$ cat config.mk
export PLATFORM = sky130hd
export DESIGN_NAME = chal_responder
export DESIGN_NICKNAME = d
export VERILOG_FILES = /design/src/rtl/chal_responder.sv
export SDC_FILE = /design/constraint.sdc
export NUM_CORES = 1
export LEC_CHECK = 0
export ABC_AREA = 1
export ABC_CLOCK_PERIOD_IN_PS = 3000
export CORE_MARGIN = 4
export CORE_UTILIZATION = 50
export CTS_CLUSTER_DIAMETER = 40
export DETAILED_ROUTE_END_ITERATION = 8
export PLACE_DENSITY = 0.73
export RECOVER_POWER = 50
export REMOVE_ABC_BUFFERS = 1
export SETUP_SLACK_MARGIN = 0.3
export SLEW_MARGIN = 25
export SYNTH_ARGS = -nofsm -noshare
export SYNTH_HDL_FRONTEND = slang
export SYNTH_SLANG_ARGS = --single-unit
$ cat constraint.sdc
create_clock -name clk -period 3 [get_ports clk]
set_clock_uncertainty 0.2 [all_clocks]
set_input_delay 0.75 -clock clk [delete_from_list [all_inputs] [get_ports clk]]
set_output_delay 0.75 -clock clk [all_outputs]
set_load 0.05 [all_outputs]
$ cat src/rtl/chal_responder.sv
// Responder end of the UART challenge-response link: parses "CHAL:<32 hex>\n",
// runs the external ChaCha20 core on the nonce and transmits "RESP:<32 hex>\n".
module chal_responder #(
    parameter logic [23:0] BYTE_TIMEOUT = 24'd1_200_000,
    parameter logic [15:0] CORE_TIMEOUT = 16'd20_000
) (
    input  logic         clk,
    input  logic         rst_n,
    input  logic [7:0]   rx_data,
    input  logic         rx_valid,
    output logic [7:0]   tx_data,
    output logic         tx_valid,
    input  logic         tx_busy,
    output logic         core_start,
    input  logic         core_ready,
    output logic [127:0] core_nonce,
    input  logic [127:0] core_result,
    input  logic         core_valid,
    output logic         busy,
    output logic         parse_err,
    output logic         resp_done
);
    localparam int unsigned NONCE_W = 128;
    localparam int unsigned IDX_W   = 6;
    localparam int unsigned BTMR_W  = 24;
    localparam int unsigned CTMR_W  = 16;

    localparam logic [IDX_W-1:0] LAST_NIB   = IDX_W'(31);
    localparam logic [IDX_W-1:0] FIRST_HEX  = IDX_W'(5);
    localparam logic [IDX_W-1:0] LAST_BYTE  = IDX_W'(37);

    localparam logic [2:0] S_HUNT  = 3'd0;
    localparam logic [2:0] S_HDR   = 3'd1;
    localparam logic [2:0] S_HEX   = 3'd2;
    localparam logic [2:0] S_EOL   = 3'd3;
    localparam logic [2:0] S_START = 3'd4;
    localparam logic [2:0] S_WAIT  = 3'd5;
    localparam logic [2:0] S_SEND  = 3'd6;

    localparam logic [7:0] CH_C  = 8'h43;
    localparam logic [7:0] CH_LF = 8'h0A;
    localparam logic [7:0] CH_CR = 8'h0D;

    logic [2:0]         state_q, state_d;
    logic [2:0]         hdr_idx_q, hdr_idx_d;
    logic [IDX_W-1:0]   nib_cnt_q, nib_cnt_d;
    logic               cr_seen_q, cr_seen_d;
    logic [BTMR_W-1:0]  byte_tmr_q, byte_tmr_d;
    logic [CTMR_W-1:0]  core_tmr_q, core_tmr_d;
    logic [NONCE_W-1:0] nonce_d;
    logic [NONCE_W-1:0] res_q, res_d;
    logic [IDX_W-1:0]   send_idx_q, send_idx_d;
    logic               outst_q, outst_d;
    logic               seen_busy_q, seen_busy_d;
    logic [1:0]         acc_cnt_q, acc_cnt_d;
    logic [7:0]         tx_data_d;
    logic               tx_valid_d, core_start_d, busy_d, parse_err_d, resp_done_d;

    logic [4:0]         rx_hex;
    logic [7:0]         hdr_exp;
    logic [7:0]         send_char;
    logic               byte_expired;
    logic               advance;

    // Returns {valid, nibble} for an ASCII hex digit of either case.
    function automatic logic [4:0] hex_decode(input logic [7:0] c);
        if (c >= 8'h30 && c <= 8'h39)      return {1'b1, 4'(c - 8'h30)};
        else if (c >= 8'h41 && c <= 8'h46) return {1'b1, 4'(c - 8'h37)};
        else if (c >= 8'h61 && c <= 8'h66) return {1'b1, 4'(c - 8'h57)};
        else                               return 5'd0;
    endfunction

    function automatic logic [7:0] hex_ascii(input logic [3:0] n);
        return (n < 4'd10) ? (8'h30 + {4'h0, n}) : (8'h37 + {4'h0, n});
    endfunction

    assign rx_hex       = hex_decode(rx_data);
    assign byte_expired = (BYTE_TIMEOUT != 24'd0) && (byte_tmr_q == BYTE_TIMEOUT);

    always_comb begin
        case (hdr_idx_q)
            3'd1:    hdr_exp = 8'h48;
            3'd2:    hdr_exp = 8'h41;
            3'd3:    hdr_exp = 8'h4C;
            default: hdr_exp = 8'h3A;
        endcase
    end

    // Outgoing character; the result register is shifted so the current nibble is always on top.
    always_comb begin
        case (send_idx_q)
            IDX_W'(0): send_char = 8'h52;
            IDX_W'(1): send_char = 8'h45;
            IDX_W'(2): send_char = 8'h53;
            IDX_W'(3): send_char = 8'h50;
            IDX_W'(4): send_char = 8'h3A;
            LAST_BYTE: send_char = CH_LF;
            default:   send_char = hex_ascii(res_q[NONCE_W-1 -: 4]);
        endcase
    end

    always_comb begin
        state_d      = state_q;
        hdr_idx_d    = hdr_idx_q;
        nib_cnt_d    = nib_cnt_q;
        cr_seen_d    = cr_seen_q;
        byte_tmr_d   = '0;
        core_tmr_d   = '0;
        nonce_d      = core_nonce;
        res_d        = res_q;
        send_idx_d   = send_idx_q;
        outst_d      = outst_q;
        seen_busy_d  = seen_busy_q;
        acc_cnt_d    = acc_cnt_q;
        tx_data_d    = tx_data;
        tx_valid_d   = 1'b0;
        core_start_d = 1'b0;
        parse_err_d  = 1'b0;
        resp_done_d  = 1'b0;
        advance      = 1'b0;

        case (state_q)
            S_HUNT: begin
                if (rx_valid && rx_data == CH_C) begin
                    state_d   = S_HDR;
                    hdr_idx_d = 3'd1;
                end
            end
            S_HDR, S_HEX, S_EOL: begin
                if (byte_expired) begin
                    parse_err_d = 1'b1;
                    state_d     = S_HUNT;
                end else if (rx_valid) begin
                    case (state_q)
                        S_HDR: begin
                            if (rx_data == hdr_exp) begin
                                if (hdr_idx_q == 3'd4) begin
                                    state_d   = S_HEX;
                                    nib_cnt_d = '0;
                                end else begin
                                    hdr_idx_d = hdr_idx_q + 3'd1;
                                end
                            end else if (rx_data == CH_C) begin
                                hdr_idx_d = 3'd1;
                            end else begin
                                state_d = S_HUNT;
                            end
                        end
                        S_HEX: begin
                            if (rx_hex[4]) begin
                                nonce_d   = {core_nonce[NONCE_W-5:0], rx_hex[3:0]};
                                nib_cnt_d = nib_cnt_q + IDX_W'(1);
                                if (nib_cnt_q == LAST_NIB) begin
                                    state_d   = S_EOL;
                                    cr_seen_d = 1'b0;
                                end
                            end else begin
                                parse_err_d = 1'b1;
                                state_d     = S_HUNT;
                            end
                        end
                        default: begin
                            if (rx_data == CH_LF) begin
                                state_d = S_START;
                            end else if (rx_data == CH_CR && !cr_seen_q) begin
                                cr_seen_d = 1'b1;
                            end else begin
                                parse_err_d = 1'b1;
                                state_d     = S_HUNT;
                            end
                        end
                    endcase
                end else begin
                    byte_tmr_d = byte_tmr_q + BTMR_W'(1);
                end
            end
            S_START: begin
                if (core_ready) begin
                    core_start_d = 1'b1;
                    state_d      = S_WAIT;
                end
            end
            S_WAIT: begin
                if (core_valid) begin
                    res_d       = core_result;
                    send_idx_d  = '0;
                    outst_d     = 1'b0;
                    state_d     = S_SEND;
                end else if (core_tmr_q == CORE_TIMEOUT) begin
                    parse_err_d = 1'b1;
                    state_d     = S_HUNT;
                end else begin
                    core_tmr_d = core_tmr_q + CTMR_W'(1);
                end
            end
            S_SEND: begin
                // A byte is done once busy has pulsed, or if busy never rose within 2 cycles.
                if (!outst_q) begin
                    if (!tx_busy) begin
                        tx_data_d   = send_char;
                        tx_valid_d  = 1'b1;
                        outst_d     = 1'b1;
                        seen_busy_d = 1'b0;
                        acc_cnt_d   = 2'd0;
                    end
                end else if (tx_busy) begin
                    seen_busy_d = 1'b1;
                end else if (seen_busy_q || acc_cnt_q == 2'd2) begin
                    advance = 1'b1;
                end else begin
                    acc_cnt_d = acc_cnt_q + 2'd1;
                end

                if (advance) begin
                    outst_d = 1'b0;
                    if (send_idx_q == LAST_BYTE) begin
                        resp_done_d = 1'b1;
                        state_d     = S_HUNT;
                    end else begin
                        send_idx_d = send_idx_q + IDX_W'(1);
                        if (send_idx_q >= FIRST_HEX) begin
                            res_d = res_q << 4;
                        end
                    end
                end
            end
            default: state_d = S_HUNT;
        endcase

        busy_d = (state_d != S_HUNT);
    end

    always_ff @(posedge clk or negedge rst_n) begin
        if (!rst_n) begin
            state_q     <= S_HUNT;
            hdr_idx_q   <= '0;
            nib_cnt_q   <= '0;
            cr_seen_q   <= 1'b0;
            byte_tmr_q  <= '0;
            core_tmr_q  <= '0;
            core_nonce  <= '0;
            res_q       <= '0;
            send_idx_q  <= '0;
            outst_q     <= 1'b0;
            seen_busy_q <= 1'b0;
            acc_cnt_q   <= '0;
            tx_data     <= 8'h00;
            tx_valid    <= 1'b0;
            core_start  <= 1'b0;
            busy        <= 1'b0;
            parse_err   <= 1'b0;
            resp_done   <= 1'b0;
        end else begin
            state_q     <= state_d;
            hdr_idx_q   <= hdr_idx_d;
            nib_cnt_q   <= nib_cnt_d;
            cr_seen_q   <= cr_seen_d;
            byte_tmr_q  <= byte_tmr_d;
            core_tmr_q  <= core_tmr_d;
            core_nonce  <= nonce_d;
            res_q       <= res_d;
            send_idx_q  <= send_idx_d;
            outst_q     <= outst_d;
            seen_busy_q <= seen_busy_d;
            acc_cnt_q   <= acc_cnt_d;
            tx_data     <= tx_data_d;
            tx_valid    <= tx_valid_d;
            core_start  <= core_start_d;
            busy        <= busy_d;
            parse_err   <= parse_err_d;
            resp_done   <= resp_done_d;
        end
    end

endmodule

Yosys cells after proc, flatten, opt, wreduce, memory -nomap -nowiden
Cells that the tools add are included.
- reduce and logical (&&, ||, !) cells: 25
- $add $sub $neg: 11
- bitwise operators: 4
- $lt $le $gt $ge: 8
- mux-type cells: 87
- eq/ne operators: 41
- operators with widths (operator ; number):
    $mux W128 ; 4
    $pmux W128 S2 ; 1
    $mux W24 ; 3
    $mux W3 ; 22
    $mux W16 ; 3
    $pmux W7 S6 ; 1
    $mux W6 ; 6
    $mux W1 ; 29
    $ne A2 B2 Y1 const B ; 14
    $add A24 B1 Y24 const B ; 1
    $eq A24 B21 Y1 const B ; 1
    $pmux W6 S2 ; 2
    $pmux W7 S3 ; 1
    $add A16 B1 Y16 const B ; 1
    $eq A16 B15 Y1 const B ; 1
    $eq A8 B4 Y1 const B ; 2
    $ge A8 B7 Y1 const B ; 2
    $le A8 B7 Y1 const B ; 2
    $mux W5 ; 3
    $pmux W3 S5 ; 1
    $add A6 B4 Y7 const A ; 2
    $reduce_and A7 Y1 ; 2
    $add A6 B1 Y6 const B ; 2
    $eq A3 B2 Y1 const B ; 4
    other kinds (38) ; 66
- logic and storage cells: 194
- input bits: 142
- output and inout bits: 141
- register bits after elaboration: 332

Longest topological paths before layout
- depth after elaboration: 11
- depth in mapped cells: 15
- gate-level depth less buffers: 15

Least setup slack after synthesis
Ideal clock, no wire load.
- path type: input port to flip-flop
- start point: in rx_data[0]
- end point: reg core_nonce[5]
- setup slack: 0.641 ns
- stages: 12
- path buffers: 2
- required time: 2.681 ns
- arrival time: 2.039 ns
- path through: inv_1 -> ha_1 -> o21ai_0 -> nand2_1 -> nand2_1 -> a21oi_1 -> nand2_2 -> inv_2 -> buf_4 -> buf_2 -> nand2_1 -> nand2_1
- word-level cells in the longest chain between the ends: 6
- elaborated cells between the ends (all ways): 13
- ends and longest elaborated chain (element ; RTL line ; text):
    start, declared ; 9 ; input logic [7:0] rx_data,
    $ge A8 B7 Y1 / $le A8 B7 Y1 (equally long branches) ; 69 ; else if (c >= 8'h61 && c <= 8'h66) return {1'b1, 4'(c - 8'h57)};
    $logic_and A1 B1 Y1 ; 69 ;
    $mux W5 ; 69 ;
    $mux W5 ; 68 ; else if (c >= 8'h41 && c <= 8'h46) return {1'b1, 4'(c - 8'h37)};
    $mux W5 (*) ; 67 ; if (c >= 8'h30 && c <= 8'h39) return {1'b1, 4'(c - 8'h30)};
    $reduce_and A5 Y1 (no source line) (*) ; - ;
    end signal, assigned ; 260 ; core_nonce <= nonce_d;
    end, declared ; 16 ; output logic [127:0] core_nonce,
Every way passes the cells marked *; elsewhere a longest branch is shown, timed or not.
A chain may end at the register's enable or synchronous reset.

Worst setup path after layout
- start point: reg tx_valid
- end point: out tx_valid
- RTL lines (element ; RTL line ; text):
    start, declared ; 12 ; output logic tx_valid,
    start signal, assigned ; 267 ; tx_valid <= tx_valid_d;
No word-level cell between the ends.

==> results.json <==
{
  "placed_cells": 2667,
  "ys.flop_type": "dfrtp_1",
  "worst-path-max-fanout": 1,
  "drv_cap": 0,
  "slew_viol_final": 0,
  "grt_pass1_wl_mm": 65.27,
  "fmax_mhz": 376.5,
  "cpMaxStageDelayCell": "clkdlybuf4s50_1",
  "r2r-end": "res_q[74]$_DFFE_PN0P_",
  "dr.pass1.iters": 5,
  "ys_top_cells_by_area": "dfrtp_1, nand2_1, o21ai_0, inv_1, o21ai_1",
  "overflow": 0,
  "nFillCells": 2512,
  "cts.path.max_buffers": 3,
  "critical_path.top_delay_family": "buffers and inverters",
  "startpoint": "tx_valid$_DFF_PN0_",
  "finalNetCount": 2484,
  "min_path_type": "reg2reg",
  "path_cells": "clkdlybuf4s50_1",
  "vias": 13941,
  "drive_above_1_share": 0.06582,
  "routabilityCongestion": 0.8168,
  "post_cts_buffers": 0,
  "coreArea_sq_um": 30830,
  "wl_per_cell_um": 14.38,
  "period_minus_slack_ps": 2656,
  "cp.arrival_ps": 1710,
  "diodes": 0,
  "grt_start_max_net_pins": 104,
  "yosysWarnings": 0,
  "drc": 0,
  "synth-edff-count": 0,
  "die_area_sq_um": 34430,
  "setup_tns_ps": 0,
  "final_area_sq_um": 20770,
  "dieHeight_um": 185.5,
  "viasPerCell": 5.068,
  "relSlewSlack": 0.05254,
  "grt_pass1_vias": 13555,
  "setup_viol": 0,
  "fin_cells": 2751,
  "critPathBufInv": 1,
  "seq_area_frac_synth": 0.5255,
  "dr.first_iter.drc_count": 877,
  "row_count": 64,
  "synth.avg_cell_area_sq_um": 7.834,
  "cts_num_sinks": 331,
  "io_buffer_count": 281,
  "r2r_start": "state_q[2]$_DFF_PN0_",
  "hold_end": "core_nonce[36]$_DFFE_PN0P_",
  "clock_latency_ps": 530,
  "detail-route-antenna-nets": 0,
  "yosys.area.top_type": "dfrtp_1",
  "cts_tree": "done",
  "syn_area_sq_um": 15760,
  "dp_hpwl_mm": 28.57,
  "slowest_delay_ps": 820,
  "ys_async_sr_fraction": 1.000,
  "initial_core_util": 0.5112,
  "wirelength_mm": 39.57,
  "htree_levels": 2,
  "reg2reg_depth": 11,
  "worst-setup-path-type": "reg2out",
  "die_x_um": 185.5,
  "grt_usage": 0.2269,
  "io_pins": 283,
  "syn_inst": 2012,
  "cp.required_ps": 2050,
  "p_leak_uw": 0.01098,
  "cts_root_buf": "clkbuf_16",
  "reg2reg_slack_ps": 410,
  "rsz0062_at_grt": "no",
  "power_density_nw_per_um2": 740.2,
  "antenna_found_initial": 0,
  "end_kind": "output pin",
  "tightest_slew_ps": 1421,
  "cts_made_buffers": 46,
  "timing.final.crit_share": 0.8853,
  "clk_pin_slew_worst_paths_ps": 60,
  "worstHoldStart": "core_nonce[32]$_DFFE_PN0P_",
  "ys_ff_latch": 331,
  "place_area_sq_um": 19350,
  "yosys.area.top_type_share": 0.5255,
  "yosysUniqueCellTypes": 41,
  "hold_violations": 0,
  "syn2layout_area_growth_pct": 31.81,
  "status": "completed",
  "min_path_cells": 2,
  "start_kind": "flop",
  "vdd_drop_max_uv": 612.9
}
==> layout by cell type (no fill, tap or decap), drive strengths merged, types with 8 or more instances in the layout <==
| cell | synthesis | routed |
|---|---|---|
| nand4 | 17 | 17 |
| clkbuf | 41 | 75 |
| nor3 | 35 | 35 |
| a21oi | 30 | 30 |
| dfrtp | 331 | 331 |
| o21ai | 304 | 304 |
| buf | 48 | 62 |
| dlygate4sd2 | 0 | 102 |
| ha | 22 | 22 |
| nand2 | 756 | 756 |
| inv | 229 | 234 |
| clkdlybuf4s50 | 0 | 153 |
| dlymetal6s2s | 0 | 13 |
| xor2 | 8 | 8 |
| clkinv | 3 | 14 |
| nand3 | 59 | 59 |
| nor2 | 91 | 91 |
==> worst max-delay path by stage <==
stage	end	slack (ps)	cells after the start
after floorplan	res_q[4]$_DFFE_PN0P_	-1530	6
after global placement	core_nonce[2]$_DFFE_PN0P_	-50	12
after detailed placement	core_nonce[95]$_DFFE_PN0P_	-60	12
after CTS	core_nonce[119]	300	1
after global routing	res_q[84]$_DFFE_PN0P_	170	11
final	tx_valid	340	1
==> final cells by class <==
class | instances | area (sq um) | area share
sequential | 331 | 8283 | 0.3987
timing repair buffer | 349 | 3397 | 0.1635
multi-input combinational | 1360 | 6092 | 0.2932
clock buffer | 57 | 1274 | 0.06131
clock inverter | 26 | 356.6 | 0.01716
inverter | 232 | 877.1 | 0.04222
tap | 396 | 495.5 | 0.02385
==> Yosys cell counts (8+ instances only) <==
master and instances:
a21oi_1 30, buf_2 19, buf_4 19, buf_6 10
clkbuf_1 41, dfrtp_1 331, ha_1 22, inv_1 222
nand2_1 754, nand3_1 58, nand4_1 17, nor2_1 89
nor3_1 33, o21ai_0 182, o21ai_1 122, xor2_1 8
==> timing repair <==
item                                    CTS  global route
gates resized for setup                 102            26
endpoints found under the setup margin  102            30
hold endpoints to repair                 40             0
hold buffers                              1             0
cloned                                    0             0
pin swaps                                 0             0
==> registers in the layout, summed over array words and instances (netlist names) <==
| name | flops |
|---|---|
| send_idx_q | 6 |
| acc_cnt_q | 2 |
| outst_q | 1 |
| res_q | 128 |
| resp_done | 1 |
| seen_busy_q | 1 |
| byte_tmr_q | 24 |
| tx_valid | 1 |
| cr_seen_q | 1 |
| parse_err | 1 |
| hdr_idx_q | 3 |
| core_nonce | 128 |
| core_start | 1 |
| busy | 1 |
| nib_cnt_q | 6 |
| core_tmr_q | 16 |
| tx_data | 7 |
| state_q | 3 |
==> where the power goes <==
part	switching [uW]	internal, uW	leakage [uW]
combinational	2400	1310	0.00598
clock	2020	3640	0.000796
sequential	441	5560	0.00421
==> metal layers <==
metal | global-route usage | routed length [um]
met1 | 0.2972 | 16910
met2 | 0.3915 | 19580
met3 | 0.03869 | 2076
met4 | 0.06441 | 997
met5 | 0 | 0
==> through the flow <==
step | hold WS, ps | utilization | setup slack (ps) | total power, uW
floorplan | 254.1 | - | -1534 | 8544
global placement | 260.9 | 0.6276 | -47.37 | 9728
finish | 273.6 | 0.6739 | 344.2 | 15380
global route | 298.4 | 0.6739 | 169.7 | 16320
CTS | 275.5 | 0.6766 | 300.3 | 15570
detailed placement | 264.5 | 0.6276 | -62.35 | 9875
==> cell families after synthesis <==
logic type	Yosys count	synth area share
flops	331	0.5255
buf+inv	321	0.08724
xor+xnor	10	0.005557
simple gates	967	0.2447
fa+ha+maj	22	0.01746
compound gates	360	0.1192
other cells	1	0.0002379
No activity file was read; power rests on OpenSTA's default activity.
